### config.mk
export PLATFORM = sky130hd
export DESIGN_NAME = exec_stage_pipe
export DESIGN_NICKNAME = d
export VERILOG_FILES = /design/src/rtl/exec_pkg.sv /design/src/rtl/exec_mul_seq.sv /design/src/rtl/exec_stage_pipe.sv
export SDC_FILE = /design/constraint.sdc
export NUM_CORES = 1
export LEC_CHECK = 0
export ABC_AREA = 1
export CAP_MARGIN = 40
export CORE_MARGIN = 4
export CORE_UTILIZATION = 62
export CTS_CLUSTER_DIAMETER = 150
export DETAILED_ROUTE_END_ITERATION = 6
export PLACE_DENSITY_LB_ADDON = 0.25
export SYNTH_ARGS = -nofsm -noshare
export SYNTH_HDL_FRONTEND = slang
export SYNTH_SLANG_ARGS = --single-unit
### constraint.sdc
create_clock -name clk -period 4.9 [get_ports clk]
set_clock_uncertainty 0.05 [all_clocks]
set_input_delay 0.49 -clock clk [delete_from_list [all_inputs] [get_ports clk]]
set_output_delay 0.49 -clock clk [all_outputs]
set_load 0.05 [all_outputs]
### src/rtl/exec_pkg.sv
// rtl/exec_pkg.sv - opcode/condition encodings, NZCV bit indices and branch condition helper
package exec_pkg;

  typedef enum logic [3:0] {
    OP_MOV = 4'd0,
    OP_ADD = 4'd1,
    OP_SUB = 4'd2,
    OP_AND = 4'd3,
    OP_ORR = 4'd4,
    OP_EOR = 4'd5,
    OP_MUL = 4'd6,
    OP_CMP = 4'd7,
    OP_LDR = 4'd8,
    OP_STR = 4'd9,
    OP_B   = 4'd10
  } opcode_e;

  typedef enum logic [2:0] {
    COND_AL = 3'd0,
    COND_EQ = 3'd1,
    COND_NE = 3'd2,
    COND_LT = 3'd3,
    COND_GE = 3'd4,
    COND_CS = 3'd5,
    COND_CC = 3'd6,
    COND_MI = 3'd7
  } cond_e;

  typedef enum logic {
    IDLE = 1'b0,
    MUL  = 1'b1
  } state_e;

  localparam int FLAG_N = 3;
  localparam int FLAG_Z = 2;
  localparam int FLAG_C = 1;
  localparam int FLAG_V = 0;

  function automatic logic cond_true(input logic [3:0] flags, input logic [2:0] cond);
    logic res;
    case (cond_e'(cond))
      COND_AL: res = 1'b1;
      COND_EQ: res = flags[FLAG_Z];
      COND_NE: res = ~flags[FLAG_Z];
      COND_LT: res = flags[FLAG_N] ^ flags[FLAG_V];
      COND_GE: res = ~(flags[FLAG_N] ^ flags[FLAG_V]);
      COND_CS: res = flags[FLAG_C];
      COND_CC: res = ~flags[FLAG_C];
      COND_MI: res = flags[FLAG_N];
      default: res = 1'b0;
    endcase
    return res;
  endfunction

endpackage

### src/rtl/exec_mul_seq.sv
// rtl/exec_mul_seq.sv - iterative shift-add multiplier, one multiplier bit per cycle
module exec_mul_seq #(
  parameter int DATA_W = 32
) (
  input  logic              clk,
  input  logic              rst_n,
  input  logic              start,
  input  logic [DATA_W-1:0] opA,
  input  logic [DATA_W-1:0] opB,
  output logic              busy,
  output logic              done,
  output logic [DATA_W-1:0] product
);

  localparam int CNT_W = $clog2(DATA_W + 1);

  logic [DATA_W-1:0] mcand;
  logic [DATA_W-1:0] mplier;
  logic [DATA_W-1:0] acc;
  logic [DATA_W-1:0] accNext;
  logic [CNT_W-1:0]  cnt;
  logic              busyQ;

  // Partial product for the current multiplier bit; on the last cycle this is the final product.
  always_comb begin
    accNext = mplier[0] ? (acc + mcand) : acc;
  end

  // Operand shift registers, accumulator and remaining-bit counter.
  always_ff @(posedge clk or negedge rst_n) begin
    if (!rst_n) begin
      mcand  <= '0;
      mplier <= '0;
      acc    <= '0;
      cnt    <= '0;
      busyQ  <= 1'b0;
    end else if (start) begin
      mcand  <= opA;
      mplier <= opB;
      acc    <= '0;
      cnt    <= CNT_W'(DATA_W);
      busyQ  <= 1'b1;
    end else if (busyQ) begin
      acc    <= accNext;
      mcand  <= mcand << 1;
      mplier <= mplier >> 1;
      cnt    <= cnt - CNT_W'(1);
      if (cnt == CNT_W'(1)) begin
        busyQ <= 1'b0;
      end
    end
  end

  // done is combinational so the consumer can capture product on the final edge.
  assign busy    = busyQ;
  assign done    = busyQ && (cnt == CNT_W'(1));
  assign product = accNext;

endmodule

### src/rtl/exec_stage_pipe.sv
// rtl/exec_stage_pipe.sv - handshaked execute stage with registered result, NZCV flags and branch evaluation
module exec_stage_pipe
  import exec_pkg::*;
#(
  parameter int DATA_W = 32,
  parameter int IMM_W  = 16,
  parameter int REG_AW = 4
) (
  input  logic              clk,
  input  logic              rst_n,
  input  logic              in_valid,
  output logic              in_ready,
  input  logic [3:0]        op,
  input  logic              use_imm,
  input  logic              set_flags,
  input  logic [2:0]        cond,
  input  logic [IMM_W-1:0]  imm,
  input  logic [REG_AW-1:0] dest_reg,
  input  logic [DATA_W-1:0] src_a,
  input  logic [DATA_W-1:0] src_b,
  input  logic [DATA_W-1:0] src_d,
  output logic              out_valid,
  input  logic              out_ready,
  output logic              wb_en,
  output logic [REG_AW-1:0] wb_reg,
  output logic [DATA_W-1:0] wb_data,
  output logic              mem_rd,
  output logic              mem_wr,
  output logic [DATA_W-1:0] mem_addr,
  output logic [DATA_W-1:0] mem_wdata,
  output logic              br_taken,
  output logic [IMM_W-1:0]  br_offset,
  output logic [3:0]        flags
);

  localparam int MSB = DATA_W - 1;

  state_e state, stateNext;

  logic accept, mulStart, loadAlu, load;
  logic mulBusy, mulDone;
  logic [DATA_W-1:0] mulProduct;
  logic [REG_AW-1:0] mulDest;
  logic              mulSetFlags;

  logic [DATA_W-1:0] immExt, bOp, aluRes, addr;
  logic [DATA_W:0]   sumW, diffW;
  logic              aluC, aluV, updNZ, updCV;
  logic              aWbEn, aMemRd, aMemWr, aBrTaken;
  logic [REG_AW-1:0] aWbReg;
  logic [DATA_W-1:0] aMemAddr, aMemWdata;
  logic [IMM_W-1:0]  aBrOffset;
  logic [3:0]        aFlags;

  logic              nWbEn, nMemRd, nMemWr, nBrTaken;
  logic [REG_AW-1:0] nWbReg;
  logic [DATA_W-1:0] nWbData, nMemAddr, nMemWdata;
  logic [IMM_W-1:0]  nBrOffset;
  logic [3:0]        nFlags;

  assign in_ready = rst_n & (state == IDLE) & (~out_valid | out_ready);
  assign accept   = in_valid & in_ready;
  assign mulStart = accept & (op == OP_MUL);
  assign loadAlu  = accept & (op != OP_MUL);
  assign load     = loadAlu | mulDone;

  exec_mul_seq #(.DATA_W(DATA_W)) uMul (
    .clk     (clk),
    .rst_n   (rst_n),
    .start   (mulStart),
    .opA     (src_a),
    .opB     (bOp),
    .busy    (mulBusy),
    .done    (mulDone),
    .product (mulProduct)
  );

  // FSM state register.
  always_ff @(posedge clk or negedge rst_n) begin
    if (!rst_n) state <= IDLE;
    else        state <= stateNext;
  end

  // Next state: leave IDLE on a MUL accept, return when the multiplier finishes.
  always_comb begin
    stateNext = state;
    case (state)
      IDLE:    if (mulStart) stateNext = MUL;
      MUL:     if (mulDone || !mulBusy) stateNext = IDLE;
      default: stateNext = IDLE;
    endcase
  end

  // Writeback target and flag enable of the in-flight multiply.
  always_ff @(posedge clk or negedge rst_n) begin
    if (!rst_n) begin
      mulDest     <= '0;
      mulSetFlags <= 1'b0;
    end else if (mulStart) begin
      mulDest     <= dest_reg;
      mulSetFlags <= set_flags;
    end
  end

  // Single-cycle datapath: ALU, flag generation, address generation and branch evaluation.
  always_comb begin
    immExt    = {{(DATA_W-IMM_W){imm[IMM_W-1]}}, imm};
    bOp       = use_imm ? immExt : src_b;
    sumW      = {1'b0, src_a} + {1'b0, bOp};
    diffW     = {1'b0, src_a} - {1'b0, bOp};
    addr      = src_a + immExt;
    aluRes    = '0;
    aluC      = flags[FLAG_C];
    aluV      = flags[FLAG_V];
    updNZ     = 1'b0;
    updCV     = 1'b0;
    aWbEn     = 1'b0;
    aWbReg    = '0;
    aMemRd    = 1'b0;
    aMemWr    = 1'b0;
    aMemAddr  = '0;
    aMemWdata = '0;
    aBrTaken  = 1'b0;
    aBrOffset = '0;
    case (op)
      OP_MOV: begin aluRes = bOp;         updNZ = 1'b1; aWbEn = 1'b1; end
      OP_AND: begin aluRes = src_a & bOp; updNZ = 1'b1; aWbEn = 1'b1; end
      OP_ORR: begin aluRes = src_a | bOp; updNZ = 1'b1; aWbEn = 1'b1; end
      OP_EOR: begin aluRes = src_a ^ bOp; updNZ = 1'b1; aWbEn = 1'b1; end
      OP_ADD: begin
        aluRes = sumW[MSB:0];
        aluC   = sumW[DATA_W];
        aluV   = ~(src_a[MSB] ^ bOp[MSB]) & (src_a[MSB] ^ aluRes[MSB]);
        updNZ  = 1'b1;
        updCV  = 1'b1;
        aWbEn  = 1'b1;
      end
      OP_SUB, OP_CMP: begin
        aluRes = diffW[MSB:0];
        aluC   = ~diffW[DATA_W];
        aluV   = (src_a[MSB] ^ bOp[MSB]) & (src_a[MSB] ^ aluRes[MSB]);
        updNZ  = 1'b1;
        updCV  = 1'b1;
        aWbEn  = (op == OP_SUB);
      end
      OP_LDR: begin aMemRd = 1'b1; aMemAddr = addr; aWbReg = dest_reg; end
      OP_STR: begin aMemWr = 1'b1; aMemAddr = addr; aMemWdata = src_d; end
      OP_B:   begin aBrTaken = cond_true(flags, cond); aBrOffset = imm; end
      default: ;
    endcase
    if (aWbEn) aWbReg = dest_reg;
    aFlags = flags;
    if (set_flags || (op == OP_CMP)) begin
      if (updNZ) begin
        aFlags[FLAG_N] = aluRes[MSB];
        aFlags[FLAG_Z] = (aluRes == '0);
      end
      if (updCV) begin
        aFlags[FLAG_C] = aluC;
        aFlags[FLAG_V] = aluV;
      end
    end
  end

  // Result-register source: the finishing multiply, otherwise the single-cycle datapath.
  always_comb begin
    nWbEn     = aWbEn;
    nWbReg    = aWbReg;
    nWbData   = aluRes;
    nMemRd    = aMemRd;
    nMemWr    = aMemWr;
    nMemAddr  = aMemAddr;
    nMemWdata = aMemWdata;
    nBrTaken  = aBrTaken;
    nBrOffset = aBrOffset;
    nFlags    = aFlags;
    if (mulDone) begin
      nWbEn     = 1'b1;
      nWbReg    = mulDest;
      nWbData   = mulProduct;
      nMemRd    = 1'b0;
      nMemWr    = 1'b0;
      nMemAddr  = '0;
      nMemWdata = '0;
      nBrTaken  = 1'b0;
      nBrOffset = '0;
      nFlags    = flags;
      if (mulSetFlags) begin
        nFlags[FLAG_N] = mulProduct[MSB];
        nFlags[FLAG_Z] = (mulProduct == '0);
      end
    end
  end

  // Result and flag registers: load on a completing op, hold while stalled, drop valid once consumed.
  always_ff @(posedge clk or negedge rst_n) begin
    if (!rst_n) begin
      out_valid <= 1'b0;
      wb_en     <= 1'b0;
      wb_reg    <= '0;
      wb_data   <= '0;
      mem_rd    <= 1'b0;
      mem_wr    <= 1'b0;
      mem_addr  <= '0;
      mem_wdata <= '0;
      br_taken  <= 1'b0;
      br_offset <= '0;
      flags     <= '0;
    end else if (load) begin
      out_valid <= 1'b1;
      wb_en     <= nWbEn;
      wb_reg    <= nWbReg;
      wb_data   <= nWbData;
      mem_rd    <= nMemRd;
      mem_wr    <= nMemWr;
      mem_addr  <= nMemAddr;
      mem_wdata <= nMemWdata;
      br_taken  <= nBrTaken;
      br_offset <= nBrOffset;
      flags     <= nFlags;
    end else if (out_ready) begin
      out_valid <= 1'b0;
    end
  end

endmodule

Yosys cells after proc, flatten, opt, wreduce, memory -nomap -nowiden
Index checks and enable logic that the tools add are counted.

storage, ports and cells
  flip-flop bits (word level) = 234
  bits of input ports = 129

operators by class
  add/subtract/negate cells = 5
  equal/unequal tests = 20
  mux-type cells = 47
  bitwise gates (word level) = 24
  reduce and logical (&&, ||, !) cells = 20

operators with widths
  cell                                                 number
  two-way mux 32 bit                                   13
  one-hot mux 32 bit (6 select lines)                  1
  adder 32 bit                                         2
  logical NOT 32 bit                                   2
  adder 32 x 32 -> 33 bit                              1
  subtractor 32 x 32 -> 33 bit                         1
  AND 32 bit                                           1
  two-way mux 16 bit                                   2
  bitwise OR 32 bit                                    1
  bitwise XOR 32 bit                                   1
  two-way mux 4 bit                                    5
  equality test 4 x 3 -> 1 bit, second input constant  4
  two-way mux 1 bit                                    16
  equality test 3 bit, second input constant           4
  equality test 4 bit, second input constant           3
  two-way mux 6 bit                                    2
  nonzero test 2 bit                                   5
  equality test 4 x 2 -> 1 bit, second input constant  2
  inverter 1 bit                                       8
  one-hot mux 1 bit (2 select lines)                   4
  one-hot mux 1 bit (8 select lines)                   1
  AND 1 bit                                            7
  OR reduction 7 bit                                   1
  equality test 3 x 2 -> 1 bit, second input constant  2
  other kinds (19)                                     27

Longest topological paths before layout
  word-level depth = 8
  depth in mapped cells = 26
  gate-level depth less buffers = 25

By module
A second synthesis with hierarchy kept.

unflattened totals
  cells, all modules = 3,384
  area total of the unflattened synthesis = 21,665.8 sq um

by module, submodules not included
  module           times used  cells each  area an instance (sq um)
  exec_stage_pipe  1           2,328       14,465.1
  exec_mul_seq     1           1,056       7,200.7

Least setup slack after synthesis
No wires, ideal clock.

  kind = in2reg
  start point = input use_imm
  end point = register flags[2]
  library setup time = 66 ps
  arrival time = 2,783 ps
  data required time = 4,784 ps
  path slack = 2,001 ps
  cell stages on the path = 24
  path buffers = 1
  cells stage by stage = buf_2 -> nand2_1 -> o21ai_0 -> inv_1 -> ha_1 -> inv_1 -> fa_1 -> inv_1 -> nand3_1 -> nand2_1 -> nand3_1 -> nand3_2 -> nand2_1 -> nand2_1 -> nand2_1 -> nand3_1 -> nand3_1 -> nor2_1 -> nand2_1 -> nor2_1 -> nand3_1 -> nand2_1 -> nand2_1 -> nand2_1

on the way
  cells in the longest elaborated chain, start to end = 7
  elaborated cells on any way between the ends = 11
  classes of those cells = 2 x add/sub; 5 x mux; 3 x bitwise; 1 x reduce/logical

ends and longest elaborated chain
  what                                                  RTL line                source
  start: declaration                                    exec_stage_pipe.sv:14   input logic use_imm,
  two-way mux 32 bit (*)                                exec_stage_pipe.sv:108  bOp = use_imm ? immExt : src_b;
  subtractor 32 x 32 -> 33 bit (tied with other cells)  exec_stage_pipe.sv:110  diffW = {1'b0, src_a} - {1'b0, bOp};
  one-hot mux 32 bit (6 select lines) (*)               exec_stage_pipe.sv:125  case (op)
  logical NOT 32 bit (*)                                exec_stage_pipe.sv:156  aFlags[FLAG_Z] = (aluRes == '0);
  two-way mux 2 bit (*)                                 exec_stage_pipe.sv:154  if (updNZ) begin
  two-way mux 4 bit (*)                                 exec_stage_pipe.sv:153  if (set_flags || (op == OP_CMP)) begin
  two-way mux 4 bit (*)                                 exec_stage_pipe.sv:177  if (mulDone) begin
  end signal: assignment                                exec_stage_pipe.sv:220  flags <= nFlags;
  end: declaration                                      exec_stage_pipe.sv:33   output logic [3:0] flags

Every way passes the cells marked *; elsewhere a longest branch is shown, timed or not. The select of a mux whose other input is x is not followed.
A chain may end at the register's enable or synchronous reset.

Worst setup path in the final report
Ends and elaborated chain as after synthesis.

==> reports/results.ini <==
[worst_setup_path]
worstReg2RegStart = uMul.busy
worstPathMaxFanout = 17
path_common_cell = nand3_1
cp_data_arrival_time_ns = 4.77
cp_slowest_cell = clkdlybuf4s50_1
critPathKind = input pin to flip-flop
crit_chain = clkdlybuf4s50_1 > inv_2 > buf_4 > a21oi_1 > buf_4 > ha_1 > nand2_1 > nor2_1 > inv_1 > nor2_1 > nand3_1 > nand3_1 > nand2_1 > nand3_1 > nand3_1 > nor2_1 > nand3_1 > nor2_1 > nand3_1 > nand2_1 > nand2_1 > nand2_1
crit_start = use_imm
startpoint_type = input pin
cp-end-kind = flip-flop
critPathRequiredTime_ns = 5.36
slowest_delay_ns = 0.71

[detailed_routing]
drtPass1Iterations = 7
wire_per_inst_um = 21.6
drtAntennaViolNets = 0
viasPerCell = 6.21
drt_iter0_markers = 3233
vias = 24500
drc = 10
drt_wl_total_um = 85400

[logic_synthesis]
yosysTopAreaCellShare_pct = 27.7
synth_fp_nets = 3569
async_reset_ff_share_pct = 100
ys_types = 55
synthXorXnorAreaFrac_pct = 1.20
synth_compound_area_share_pct = 16.4
netlist_area_um2 = 21100
synth_seq_cells = 234
yosysWarnings = 0
synth_top_family_by_area = simple AND/OR/NAND/NOR gates
synthAdderAreaFrac_pct = 11.0
synth_ff_type = dfrtp_1
synth_mux_area_share_pct = 0
yosys.area_share.simple_pct = 31.8
synthTopCellsByArea = dfrtp_1 (28%), nand2_1 (19%), ha_1 (11%)
synth_edf_count = 0
synth_top_area_cell = dfrtp_1
seq_area_frac_synth_pct = 27.7
netlist_instances = 3256
syn_area_per_cell_um2 = 6.49

[status]
violations = design-rule violations
status = finished, violations left

[layout]
final_common_cell = nand2_1
final_cells = 3948
drive_gt1_share_pct = 4.43
final_cell_mix = nand2_1 (1062), inv_1 (515), nor2_1 (260), clkdlybuf4s50_1 (253), dfrtp_1 (234)
final_net_count = 3793
antenna_cells = 0
final_util_pct = 74.5
syn_to_final_growth_pct = 18.6

[timing]
fin_setup_tns_ns = 0
setup_viol = 0
maxSlewHeadroom_pct = 25.9
timing_max_transition_violations_final = 0
max_freq_ghz = 0.232
fin_crit_sh_pct = 88.1
period_needed_ns = 4.31
rsz0062_at_grt = false
worstMarginPinSlew_ns = 1.11
hold_viol_final = 0

[power_and_ir_drop]
power_mw = 10.5
power.leakage_nw = 13.1
ir_drop_v = 0.000454
power_density_nw_per_um2 = 417

[global_route]
grt_max_degree = 195
overflow = 0
grt_pass1_vias = 23600
grt_pass1_wl_um = 130000
grt_usage_pct = 45.1
antenna_found_initial = 3

[clocking]
cts_tree = yes
postCtsSetupBuffers = 0
insertion_delay_ns = 0.59
cts_buffer_depth = 3
cts-buffers-inserted = 27
cts-resized-gates = 0
clock_tree.root_cell = clkbuf_16
cts_hold_buf = 1
h-tree-depth = 1
clock_sinks = 234
clkTransAtPathRegs_ns = 0.07

[floorplan]
num_rows = 67
ios = 255
die_x_um = 193
initial_utilization_pct = 62.9
dieHeight_um = 193
core_um2 = 33600
die_area_um2 = 37100

[placed_design]
dp_cells = 3898
port_buffers = 254
dp_hpwl_um = 64900
place.gp.congestion = 1.11

[min_path]
hold_path_class = input pin to async pin

[job]
max-cap-violations = 0

==> cell usage after synthesis, types with 4 or more instances <==
cell	instances
a21oi_1	131
o21ai_0	131
a22oi_1	9
buf_4	9
nor3_1	23
fa_1	4
a32o_1	35
buf_6	7
o21a_1	5
a31oi_1	13
nor2_2	15
o21ai_1	13
nand2_1	1062
buf_2	28
o21bai_1	14
xor2_1	16
a22o_1	5
inv_1	515
xnor2_1	13
o211ai_1	48
o311ai_0	6
ha_1	180
inv_2	12
a21o_1	4
nand2_2	6
nand3_1	214
a221oi_1	17
a21oi_2	10
o221ai_1	40
dfrtp_1	234
clkbuf_1	54
a211oi_2	4
nor2_1	264
o22ai_1	36
nand4_1	37
nand3b_1	6
==> area by class of cell <==
cell class	count	area, um2
Sequential cell	234	5860
Tap cell	448	561
Multi-Input combinational cell	2390	12800
Clock inverter	14	184
Clock buffer	35	746
Inverter	529	1990
Fill cell	2623	8560
Timing Repair Buffer	298	2930
==> layer usage <==
layer | up-vias | wire [um] | global-route usage [%]
met5 | - | 45 | 0
met4 | 6 | 6260 | 25.9
met3 | 477 | 11300 | 12.3
met2 | 1812 | 37500 | 70.9
met1 | 11200 | 30300 | 55.7
li1 | 11000 | - | -
==> path summary, 6_finish.rpt <==
check                                to  slack [ns]  cells past startpoint
max                            flags[2]        0.59                     22
min                        mem_addr[21]        0.37                      2
max reg2reg                mem_addr[18]        1.39                      7
min reg2reg                mem_addr[14]        0.44                      2
max in group asynchronous  uMul.acc[27]        2.96                      3
min in group clk           mem_addr[14]        0.44                      2
==> cells by family (layout without fill, tap and decap cells) <==
family                     Yosys count  in the layout
AOI/OAI and AO/OA                  533            533
xor gates and xnor gates            29             29
adders and majority gates          184            184
buffers and inverters              632            876
DFF                                234            234
and+or+nand+nor                   1644           1644
==> power breakdown <==
part	leakage, nW	switching, mW	internal (mW)
registers	3.14	0.478	2.46
logic	9.52	3.68	1.67
clock network	0.463	0.927	1.25
==> stage by stage <==
| stage | area (um2) | hold slack, ns | setup slack [ns] |
|---|---|---|---|
| 3_5_place_dp | 24100 | 0.368 | 0.307 |
| 2_1_floorplan | 21100 | 0.144 | 2.00 |
| 4_1_cts | 25100 | 0.373 | 0.862 |
| 5_1_grt | 25100 | 0.391 | 0.445 |
| 3_3_place_gp | 24100 | 0.362 | 0.331 |
| 6_report | 25100 | 0.367 | 0.586 |
==> critical path, delay by kind of cell <==
kind	cells	cell delay (ns)
buf+inv	5	1.44
fa+ha+maj	1	0.53
compound gates	1	0.18
simple gates	15	2.09
No activity file was read; power rests on OpenSTA's default activity.
